File: config.mk
export PLATFORM = sky130hd
export DESIGN_NAME = pid_pwm_driver
export DESIGN_NICKNAME = d
export VERILOG_FILES = /design/src/rtl/pid_pwm_driver.sv
export SDC_FILE = /design/constraint.sdc
export NUM_CORES = 1
export LEC_CHECK = 0
export BUFFER_PORTS_ARGS = -buffer_cell sky130_fd_sc_hd__clkbuf_2
export CORE_UTILIZATION = 49
export CTS_CLUSTER_DIAMETER = 120
export DETAILED_ROUTE_END_ITERATION = 12
export PLACE_DENSITY = 0.71
export SLEW_MARGIN = 0
export SYNTH_ARGS = -nofsm -noshare
export SYNTH_HDL_FRONTEND = slang
export SYNTH_SLANG_ARGS = --single-unit
File: constraint.sdc
create_clock -name clk -period 4.74 [get_ports clk]
set_input_delay 0.474 -clock clk [delete_from_list [all_inputs] [get_ports clk]]
set_output_delay 0.474 -clock clk [all_outputs]
set_load 0.05 [all_outputs]
File: src/rtl/pid_pwm_driver.sv
// pid_pwm_driver: complementary gate drive with dead time,
// double-buffered slew-limited duty and latched fault shutdown.
module pid_pwm_driver #(
    parameter int PRESCALE  = 4,
    parameter int DEAD_TIME = 2,
    parameter int MAX_STEP  = 16
) (
    input  logic       clk,
    input  logic       rst_n,
    input  logic       enable,
    input  logic [7:0] duty_in,
    input  logic       duty_valid,
    input  logic       fault,
    output logic       pwm_hi,
    output logic       pwm_lo,
    output logic       period_start,
    output logic [7:0] duty_applied,
    output logic       faulted
);

    localparam int PW = (PRESCALE > 1) ? $clog2(PRESCALE) : 1;
    localparam int DW = (DEAD_TIME > 1) ? $clog2(DEAD_TIME) : 1;
    localparam logic [PW-1:0] PS_LAST = PW'(PRESCALE - 1);
    localparam logic [DW-1:0] DT_LAST = DW'(DEAD_TIME - 1);
    localparam logic [8:0] STEP  = 9'(MAX_STEP);
    localparam logic [7:0] STEP8 = 8'(MAX_STEP);

    typedef enum logic [2:0] {
        IDLE,
        DEAD,
        DRV_HI,
        DRV_LO,
        FAULT
    } state_t;

    state_t        state;
    logic          target;
    logic [DW-1:0] dead_cnt;
    logic [PW-1:0] presc;
    logic [7:0]    cnt;
    logic [7:0]    pending;
    logic          pend_flag;
    logic          running;
    logic          tick;
    logic          wrap;
    logic          raw;
    logic          going_idle;
    logic [8:0]    up_d;
    logic [8:0]    dn_d;
    logic [7:0]    slewed;
    logic          slew_done;

    assign running    = enable & ~fault &
                        (state inside {DEAD, DRV_HI, DRV_LO});
    assign tick       = (presc == PS_LAST);
    assign wrap       = running & tick & (cnt == 8'd254);
    assign raw        = (cnt < duty_applied);
    assign going_idle = ~fault & ~enable;
    assign up_d       = {1'b0, pending} - {1'b0, duty_applied};
    assign dn_d       = {1'b0, duty_applied} - {1'b0, pending};

    // Next applied duty: jump to pending when close, else step by MAX_STEP
    always_comb begin
        slewed    = pending;
        slew_done = 1'b1;
        if (pending > duty_applied) begin
            if (up_d > STEP) begin
                slewed    = duty_applied + STEP8;
                slew_done = 1'b0;
            end
        end else if (dn_d > STEP) begin
            slewed    = duty_applied - STEP8;
            slew_done = 1'b0;
        end
    end

    // Prescaler and period counter run only while the gate FSM is active
    always_ff @(posedge clk or negedge rst_n) begin
        if (!rst_n) begin
            presc        <= '0;
            cnt          <= 8'd0;
            period_start <= 1'b0;
        end else begin
            period_start <= wrap;
            if (!running) begin
                presc <= '0;
                cnt   <= 8'd0;
            end else if (tick) begin
                presc <= '0;
                cnt   <= (cnt == 8'd254) ? 8'd0 : cnt + 8'd1;
            end else begin
                presc <= presc + 1'b1;
            end
        end
    end

    // Pending capture; applied duty only moves at period wrap
    always_ff @(posedge clk or negedge rst_n) begin
        if (!rst_n) begin
            pending      <= 8'd0;
            pend_flag    <= 1'b0;
            duty_applied <= 8'd0;
        end else begin
            if (going_idle) begin
                duty_applied <= 8'd0;
                pend_flag    <= 1'b0;
            end else if (wrap && pend_flag) begin
                duty_applied <= slewed;
                if (slew_done) begin
                    pend_flag <= 1'b0;
                end
            end
            if (duty_valid) begin
                pending   <= duty_in;
                pend_flag <= 1'b1;
            end
        end
    end

    // Gate-drive FSM; gates are registered from the chosen next state
    always_ff @(posedge clk or negedge rst_n) begin
        if (!rst_n) begin
            state    <= IDLE;
            target   <= 1'b0;
            dead_cnt <= '0;
            pwm_hi   <= 1'b0;
            pwm_lo   <= 1'b0;
            faulted  <= 1'b0;
        end else if (fault) begin
            state    <= FAULT;
            target   <= 1'b0;
            dead_cnt <= '0;
            pwm_hi   <= 1'b0;
            pwm_lo   <= 1'b0;
            faulted  <= 1'b1;
        end else if (state == FAULT) begin
            if (!enable) begin
                state   <= IDLE;
                faulted <= 1'b0;
            end
        end else if (!enable) begin
            state    <= IDLE;
            dead_cnt <= '0;
            pwm_hi   <= 1'b0;
            pwm_lo   <= 1'b0;
        end else begin
            unique case (state)
                IDLE: begin
                    state    <= DEAD;
                    target   <= raw;
                    dead_cnt <= '0;
                end
                DEAD: begin
                    if (raw != target) begin
                        target   <= raw;
                        dead_cnt <= '0;
                    end else if (dead_cnt == DT_LAST) begin
                        if (target) begin
                            state  <= DRV_HI;
                            pwm_hi <= 1'b1;
                        end else begin
                            state  <= DRV_LO;
                            pwm_lo <= 1'b1;
                        end
                    end else begin
                        dead_cnt <= dead_cnt + 1'b1;
                    end
                end
                DRV_HI: begin
                    if (!raw) begin
                        state    <= DEAD;
                        target   <= 1'b0;
                        dead_cnt <= '0;
                        pwm_hi   <= 1'b0;
                    end
                end
                DRV_LO: begin
                    if (raw) begin
                        state    <= DEAD;
                        target   <= 1'b1;
                        dead_cnt <= '0;
                        pwm_lo   <= 1'b0;
                    end
                end
                default: begin
                    state  <= IDLE;
                    pwm_hi <= 1'b0;
                    pwm_lo <= 1'b0;
                end
            endcase
        end
    end

endmodule

==> results of run 1 <==
-- critical path: cells and delay by family, from the launching register on --
family | cells | cell delay, ns
compound gates | 4 | 0.90
xor+xnor | 1 | 0.19
fa+ha+maj | 2 | 0.69
flops | 1 | 0.46
mux | 1 | 0.25
simple gates | 1 | 0.23
-- registers in the layout, summed over array words and instances (netlist names) --
register,flops
state,3
pending,8
cnt,8
faulted,1
pwm_hi,1
target,1
period_start,1
presc,2
duty_applied,8
dead_cnt,1
pwm_lo,1
pend_flag,1
-- synth_stat cells, types with 5 or more instances --
master    instances
a21o_1            7
a21oi_1          17
a31oi_1           5
and3_1            5
clkbuf_1          6
dfrtp_1          36
ha_1             29
inv_1            25
mux2i_1           8
nand2_1          32
nand2b_1          6
nand3_1          12
nor2_1           27
nor2b_1           6
nor3_1            5
o21ai_0          28
xnor2_1           5
-- routing by layer --
layer,vias up,routed length (um),GRT usage
met5,-,0,0
met4,0,73,0.0618
met3,4,166,0.0322
met2,26,3300,0.393
met1,1224,2990,0.295
li1,1256,-,-
-- power groups by stage --
stage | Clock, mW | Sequential [mW] | Combinational (mW)
after floorplan | 0 | 0.328 | 0.115
after global placement | 0 | 0.328 | 0.146
after detailed placement | 0 | 0.329 | 0.150
after CTS | 0.276 | 0.323 | 0.150
after global routing | 0.287 | 0.324 | 0.167
final | 0.271 | 0.323 | 0.150
-- layout by cell type (no fill, tap or decap), types with 2 or more instances in the layout --
cell and n:
nand4_1 3, a31oi_1 5, xnor2_1 5, nor2b_4 2, and2_1 2, and3_1 5
o211ai_1 4, dfrtp_1 36, a21o_1 7, ha_1 29, o31a_1 2, nand3_1 12
o21ai_0 28, nand4b_1 3, o31ai_2 3, xor2_1 2, a211o_1 2, nor4_1 3
nor3_2 2, or2_2 2, clkbuf_8 5, o31ai_1 4, nor3_1 5, o21ai_1 2
nand2_1 32, nor2b_1 6, a21oi_1 17, nand2b_1 6, nor2_1 27, mux2i_1 8
or2_1 3, inv_1 25, clkbuf_2 24, o21ai_2 3
-- path summary, 6_finish.rpt --
check                      slack (ns)               to  cells past startpoint       startpoint
setup / recovery                 1.90  duty_applied[6]                      9  duty_applied[0]
hold / removal                   0.30       pending[2]                      1            rst_n
setup reg to reg                 1.90  duty_applied[6]                      9  duty_applied[0]
hold reg to reg                  0.45         presc[0]                      1         presc[0]
max in group asynchronous        3.87           cnt[5]                      1            rst_n
min in group clk                 0.38       pending[5]                      3       duty_in[5]
-- cell type report --
| cell class | instances | area [sq um] |
|---|---|---|
| Timing Repair Buffer | 24 | 120 |
| Inverter | 26 | 97.6 |
| Sequential cell | 36 | 901 |
| Tap cell | 72 | 90.1 |
| Fill cell | 531 | 2440 |
| Clock inverter | 2 | 35.0 |
| Multi-Input combinational cell | 264 | 1850 |
| Clock buffer | 6 | 72.6 |
-- kinds of logic after synthesis --
group	count (synthesis)	share of synthesized area
AOI/OAI and AO/OA	97	0.231
xor gates and xnor gates	7	0.0210
DFF	36	0.309
and+or+nand+nor	121	0.218
adders and majority gates	30	0.131
muxes	9	0.0326
buffers and inverters	38	0.0566
-- stage by stage --
stage,std cells,total power [mW],hold WS [ns],area [sq um]
3_5_place_dp,422,0.478,0.439,3060
2_1_floorplan,338,0.443,0.178,2920
4_1_cts,430,0.749,0.345,3170
3_3_place_gp,422,0.474,0.433,3060
6_report,430,0.744,0.302,3170
5_1_grt,430,0.778,0.380,3170
==> run summary, run 1 <==
crit path kind: register to register
Slew HR: 0.395
initial core utilization: 0.520
# IOs: 25
slowest cell delay on critical path: 0.46 ns
final core occ: 0.564
Final Skew: 0.0115 ns
global-route wire length before repair: 11200 um
post-cts resize count: 0
Pwr Density: 235 nW/um^2
Setup TNS Final: 0 ns
Slew Limit Fails: 0
FMAX: 353 MHz
share of layout cells above drive strength 1: 0.148
DR iter-0 viols: 186
buffer count from post-CTS setup fixing: 0
Clock Pin Slew Worst Setup and Hold Paths: 0.08 ns
routability cong.: 0.878
min cycle time layout: 2.84 ns
Post-synth ARST share: 1.00
dpl hpwl: 4890 um
Logic pwr share: 0.202
max-cap violations: 0
Yosys top cell area share: 0.309
Place WS: 1.93 ns
antenna violations before repair: 0
RSZ-0062 raised after global routing: no
Nets: 400
crit end category: register
port buffer count: 24
fin crit share: 0.598
FF+latch count, synth: 36
worst-skew pair later-pin latency: 0.29 ns
via count: 2510
CTS root buffer: clkbuf_8
arrival time worst endpoint: 3.02 ns
die span in y: 79.1 um
CP max FO: 6
status: finished, final reports clean
Final setup viols: 0
die width: 79.1 um
vias in the first global route: 2410
ant diodes: 0
P&R area growth vs syn: 8.58%
largest net degree at the start of global routing: 37
synthesized cell area: 2920 sq um
deepest clock path buffer count: 2
H-tree Lvls: 2
grt ovf: 0
slowest CP cell: dfrtp_1
Pre-antenna DRT Iters: 5
num rows: 27
Hold Buf Count CTS: 0
share of power burned in registers: 0.434
Max rail drop VDD: 0.213 mV
Area contributors post-synth: dfrtp_1, ha_1, o21ai_0
Critical Path Start Type: register
CP Cell Sequence: ha_1 -> fa_1 -> xnor2_1 -> o41ai_1 -> o21ai_2 -> nor3_1 -> mux2_4 -> a21oi_1 -> a221o_1
switching power: 215 uW
post-route ant nets: 0
total CTS buffers: 5
Post-synth EDFFs: 0
Total GRT Usage: 0.227
synth unique cells: 67
Remaining DRCs: 0
CORE AREA: 5610 sq um
Via density: 5.84
Worst Path Required: 4.92 ns
Hold WC Path Type: input port to asynchronous set/reset pin
Final Hold Fails: 0
Seq/Total Area, Yosys: 0.309
leading area contributor after synthesis: dfrtp_1
Yosys warning total: 0
Worst Tran Pin Value: 0.908 ns
leakage power: 1.50 nW
Setup WS post-layout: 1.90 ns
P_int: 530 uW
Switching Fraction: 0.289
CTS tree: yes
Top FF cell, synth: dfrtp_1
WL final: 6530 um
CTS Sinks: 36
die area: 6260 sq um
clock share of power: 0.365
mean post-synth cell area: 8.63 sq um
Post-Synthesis Cells: 338
DR WL/cell: 15.2 um
Mapped Nets: 381
(Power assumes the default switching activity.)
==> run 2, diff against run 1 <==
--- a/config.mk
+++ b/config.mk
@@ -5,11 +5,12 @@
 export SDC_FILE = /design/constraint.sdc
 export NUM_CORES = 1
 export LEC_CHECK = 0
+export ABC_AREA = 1
 export BUFFER_PORTS_ARGS = -buffer_cell sky130_fd_sc_hd__clkbuf_2
 export CORE_UTILIZATION = 49
 export CTS_CLUSTER_DIAMETER = 120
 export DETAILED_ROUTE_END_ITERATION = 12
-export PLACE_DENSITY = 0.71
+export PLACE_DENSITY = 0.73
 export SLEW_MARGIN = 0
 export SYNTH_ARGS = -nofsm -noshare
 export SYNTH_HDL_FRONTEND = slang
==> constraint.sdc (replaced) <==
create_clock -name clk -period 2.3 [get_ports clk]
set_input_delay 0.23 -clock clk [delete_from_list [all_inputs] [get_ports clk]]
set_output_delay 0.23 -clock clk [all_outputs]
set_load 0.05 [all_outputs]
==> run summary, run 2 <==
status: finished, final reports clean
Pwr Density: 449 nW/um^2
die area: 6440 sq um
post-synthesis xor/xnor area fraction: 0.0263
CTS tree: yes
max layer used: met4
CTS root buffer: clkbuf_8
vias in the first global route: 2754
ant diodes: 0
arrival time worst endpoint: 2.37 ns
H-tree Lvls: 2
Clock Pin Slew Worst Setup and Hold Paths: 0.08 ns
top cells by count, synth: nand2_1, inv_1, nand3_1
metal3 WL: 305 um
via count: 2939
CP Launch Point: duty_applied[0]
Placed Instance Area: 3320 sq um
FF+latch count, synth: 36
worst-skew pair later-pin latency: 0.29 ns
hold_sp: duty_in[2]
metal1 wirelength: 3340 um
deepest clock path buffer count: 2
Critical R2R Capture: duty_applied[2]
commonest non-fill, non-tap cell in the layout: nand2_1
DR WL/cell: 13.3 um
mean post-synth cell area: 6.91 sq um
crit end category: register
total CTS buffers: 5
post-route ant nets: 0
WL final: 7430 um
Slew HR: 0.522
leading area contributor after synthesis: dfrtp_1
FMAX: 459 MHz
crit path kind: register to register
Final Skew: 0.00811 ns
die width: 80.2 um
DP Cell Count: 546
Remaining DRCs: 0
Hold Path End: pending[2]
Finished Layout Cells: 558
share of layout cells above drive strength 1: 0.190
design area: 3530 sq um
Worst Path Required: 2.49 ns
Seq/Total Area, Yosys: 0.300
leading cell types in the layout, fill and taps excluded: nand2_1, inv_1, nand3_1, nor2_1, dfrtp_1
die span in y: 80.2 um
Post-synth EDFFs: 0
Synth Area in Adders: 0.128
Mapped Nets: 477
hold depth: 3
Via density: 5.27
Simple-Gate Fraction of Synth Area: 0.362
port buffer count: 24
Total GRT Usage: 0.251
Critical Path Start Type: register
# IOs: 25
min cycle time layout: 2.18 ns
num rows: 28
Final Hold Fails: 0
top-count cell post-synth: nand2_1
FF-to-FF Start: duty_applied[0]
routability cong.: 0.931
post-synthesis compound-gate area fraction: 0.0847
Slew Limit Fails: 0
CTS Sinks: 36
grt ovf: 0
Final setup viols: 0
antenna violations before repair: 0
synth unique cells: 33
max-cap violations: 0
biggest regs: cnt (8), duty_applied (8), pending (8)
r2r setup slk: 0.12 ns
Yosys top cell area share: 0.300
Area contributors post-synth: dfrtp_1, nand2_1, ha_1
final core occ: 0.597
largest family of logic cells by synthesized area: simple AND/OR/NAND/NOR gates
Top FF cell, synth: dfrtp_1
Post-synth ARST share: 1.00
Pre-antenna DRT Iters: 5
CP max FO: 6
Reg2Reg Depth: 11
Post-Synthesis Cells: 434
Worst Tran Pin Value: 0.717 ns
Max rail drop VDD: 0.323 mV
post-synthesis mux area share: 0
Nets: 525
fin crit share: 0.947
DR iter-0 viols: 170
global-route wire length before repair: 12600 um
leakage power: 1.84 nW
initial core utilization: 0.507
met2 routed WL: 3640 um
Hold WC Path Type: input port to register
Tot Pwr: 1.59 mW
dpl hpwl: 5880 um
synthesized cell area: 3000 sq um
Yosys warning total: 0
P&R area growth vs syn: 17.9%
largest net degree at the start of global routing: 29
CORE AREA: 5920 sq um
[run 2: layout make-up]
class | instances | area (sq um)
well taps | 75 | 93.8
multi-input cells | 321 | 1890
inverters | 75 | 282
clock buffers | 7 | 86.3
fillers | 560 | 2390
repair buffers | 43 | 269
clock inverters | 1 | 7.51
flip-flops and latches | 36 | 910
[run 2: critical path: stages, from the launching register on]
cell and delay (ns):
dfrtp_2 0.43, ha_2 0.20, fa_2 0.52, nand3_1 0.09
a21oi_2 0.13, nand3_2 0.11, a21oi_4 0.18, nand2_4 0.10
nand3_2 0.09, nand3_4 0.10, nand2_1 0.08, nand2_1 0.04
[run 2: worst max-delay path by stage]
stage / endpoint / slack (ns)
2_1_floorplan: duty_applied[1] / 0.02
3_3_place_gp: duty_applied[3] / -0.05
3_5_place_dp: duty_applied[3] / -0.04
4_1_cts: duty_applied[4] / 0.002
5_1_grt: duty_applied[6] / -0.03
6_report: duty_applied[2] / 0.12
[run 2: where the power goes]
part	internal (mW)	switching (mW)	leakage, nW
Combinational	0.156	0.282	1.34
Clock	0.243	0.232	0.0445
Sequential	0.654	0.0204	0.464
Total	1.05	0.534	1.84
[run 2: cell families after synthesis]
family	Yosys count
simple gates	239
buf+inv	77
compound gates	43
flops	36
fa+ha+maj	30
xor+xnor	9
[run 2: timing repair]
item,4_1_cts,5_1_grt
setup buffers,2,1
resized for setup,2,20
hold buffers,1,0
pin swaps,1,4
endpoints found under the hold margin,16,0
endpoints found under the setup margin,9,9
[run 2: through the flow]
step	TNS (ns)	worst slack (ns)	hold WS (ns)
after floorplan	0	0.0158	-0.0656
after global placement	-0.328	-0.0490	0.307
after detailed placement	-0.206	-0.0447	0.313
after CTS	0	0.00202	0.136
after global routing	-0.118	-0.0262	0.152
final	0	0.122	0.140
[run 2: metal layers]
metal / vias up / track usage
met5: - / 0
met4: 0 / 0.0929
met3: 14 / 0.0341
met2: 72 / 0.429
met1: 1358 / 0.322
li1: 1495 / -
==> run 3, diff against run 2 <==
--- a/config.mk
+++ b/config.mk
@@ -11,6 +11,7 @@
 export CTS_CLUSTER_DIAMETER = 120
 export DETAILED_ROUTE_END_ITERATION = 12
 export PLACE_DENSITY = 0.73
+export SETUP_SLACK_MARGIN = 0.3
 export SLEW_MARGIN = 0
 export SYNTH_ARGS = -nofsm -noshare
 export SYNTH_HDL_FRONTEND = slang
==> run summary, run 3 (synthesis results as in run 2) <==
status: finished, final reports clean
Slew HR: 0.609
routability cong.: 0.916
port buffer count: 24
Setup WS post-layout: 0.158 ns
deepest clock path buffer count: 2
crit end category: register
metal1 wirelength: 3570 um
Pwr Density: 469 nW/um^2
antenna violations before repair: 0
Critical Path Start Type: register
biggest regs: cnt (8), duty_applied (8), pending (8)
leading cell types in the layout, fill and taps excluded: nand2_1, inv_1, nand3_1, nor2_1, dfrtp_1
metal3 WL: 307 um
vias in the first global route: 2795
Hold WC Path Type: input port to register
Slew Limit Fails: 0
largest net degree at the start of global routing: 24
die area: 6440 sq um
crit path kind: register to register
die width: 80.2 um
Clock Pin Slew Worst Setup and Hold Paths: 0.08 ns
CP Cell Sequence: inv_2 -> ha_4 -> fa_2 -> nand3_2 -> a21oi_2 -> nand3_2 -> a21oi_4 -> nand2_4 -> nand3_2 -> nand3_4 -> nand2_1 -> nand2_1
total CTS buffers: 5
Final setup viols: 0
slowest CP cell: fa_2
Final Hold Fails: 0
Max rail drop VDD: 0.470 mV
Total GRT Usage: 0.258
initial core utilization: 0.507
min cycle time layout: 2.14 ns
Worst Tran Pin Value: 0.587 ns
most frequent CP cell: nand3_2
RSZ-0062 raised after global routing: yes
num rows: 28
CTS root buffer: clkbuf_8
post-route ant nets: 0
slowest cell delay on critical path: 0.52 ns
final core occ: 0.639
r2r setup slk: 0.16 ns
arrival time worst endpoint: 2.32 ns
CP max FO: 6
share of layout cells above drive strength 1: 0.268
leakage power: 1.91 nW
multi-input logic area: 2050 sq um
FILL cells: 492
CTS tree: yes
Worst setup endpoint: duty_applied[2]
CTS Sinks: 36
FF-to-FF Start: pending[0]
CORE AREA: 5920 sq um
commonest non-fill, non-tap cell in the layout: nand2_1
Critical R2R Capture: duty_applied[2]
CP Depth: 12
max-cap violations: 0
P&R area growth vs syn: 26.1%
dpl hpwl: 5820 um
DR WL/cell: 14.3 um
Reg2Reg Depth: 12
CP Launch Point: pending[0]
Bufs and invs on worst path: 1
WL final: 8040 um
Remaining DRCs: 0
ant diodes: 0
met2 routed WL: 3980 um
grt ovf: 0
H-tree Lvls: 2
Via density: 5.38
Place WS: -0.0872 ns
global-route wire length before repair: 12800 um
die span in y: 80.2 um
worst-skew pair later-pin latency: 0.29 ns
via count: 3036
Nets: 531
# IOs: 25
register area: 911 sq um
DR iter-0 viols: 159
max layer used: met4
Final Skew: 0.00543 ns
Worst Path Required: 2.48 ns
Pre-antenna DRT Iters: 4
fin crit share: 0.931
CP top delay family: adder cells
FMAX: 467 MHz
Tot Pwr: 1.77 mW
run 3: changes by cell type in the layout (fill, tap and decap cells not counted), moves of 2 or more:
cell     before  now
nand2_1     119  109
nand2_2       5   14
ha_4          3   10
inv_1        69   62
buf_4        17   23
nand3_1      47   41
ha_1         22   17
inv_2         4    9
nand3_2       3    7
ha_2          4    2
inv_4         0    2
nand3_4       2    4
run 3: per-layer routing:
layer  vias to the layer above  GRT usage
li1                       1506          -
met1                      1415      0.328
met2                        95      0.446
met3                        20     0.0330
met4                         0     0.0946
met5                         -          0
run 3: worst min-delay path by stage:
stage / startpoint / end / slack [ns] / cells after the start
CTS: duty_in[6] / pending[6] / 0.14 / 3
floorplan: rst_n / cnt[0] / -0.07 / 0
global placement: rst_n / pending[6] / 0.26 / 1
detailed placement: rst_n / pending[6] / 0.26 / 1
finish: duty_in[6] / pending[6] / 0.15 / 3
global route: duty_in[1] / pending[1] / 0.17 / 3
run 3: through the flow:
| stage | TNS (ns) | hold WS, ns | area (sq um) | instances |
|---|---|---|---|---|
| detailed placement | -0.587 | 0.255 | 3350 | 541 |
| CTS | 0 | 0.141 | 3580 | 556 |
| global route | 0 | 0.170 | 3780 | 564 |
| global placement | -0.392 | 0.257 | 3350 | 541 |
| finish | 0 | 0.146 | 3780 | 564 |
| floorplan | 0 | -0.0656 | 3070 | 434 |
run 3: what timing repair did:
| item | 4_1_cts | 5_1_grt |
|---|---|---|
| pin swaps | 9 | 20 |
| hold buffers | 1 | 0 |
| setup endpoints to repair | 10 | 15 |
| gates cloned | 0 | 0 |
| hold endpoints to repair | 22 | 0 |
| resized for setup | 12 | 38 |
| setup buffers | 6 | 8 |
run 3: worst min-delay path, cell delays in order:
cell      delay [ns]
clkbuf_2        0.07
nand2_1         0.04
o21ai_0         0.05
run 3: layout make-up:
cell class,count,area share
Inverter,75,0.0758
Clock buffer,7,0.0255
Clock inverter,1,0.00794
Timing Repair Buffer,49,0.0830
Tap cell,75,0.0248
Multi-Input combinational cell,321,0.542
Sequential cell,36,0.241
run 3: report_power, final:
part / switching, mW / total, mW / internal, mW
sequential: 0.0271 / 0.681 / 0.654
combinational: 0.297 / 0.472 / 0.175
clock: 0.238 / 0.621 / 0.383
total: 0.562 / 1.77 / 1.21
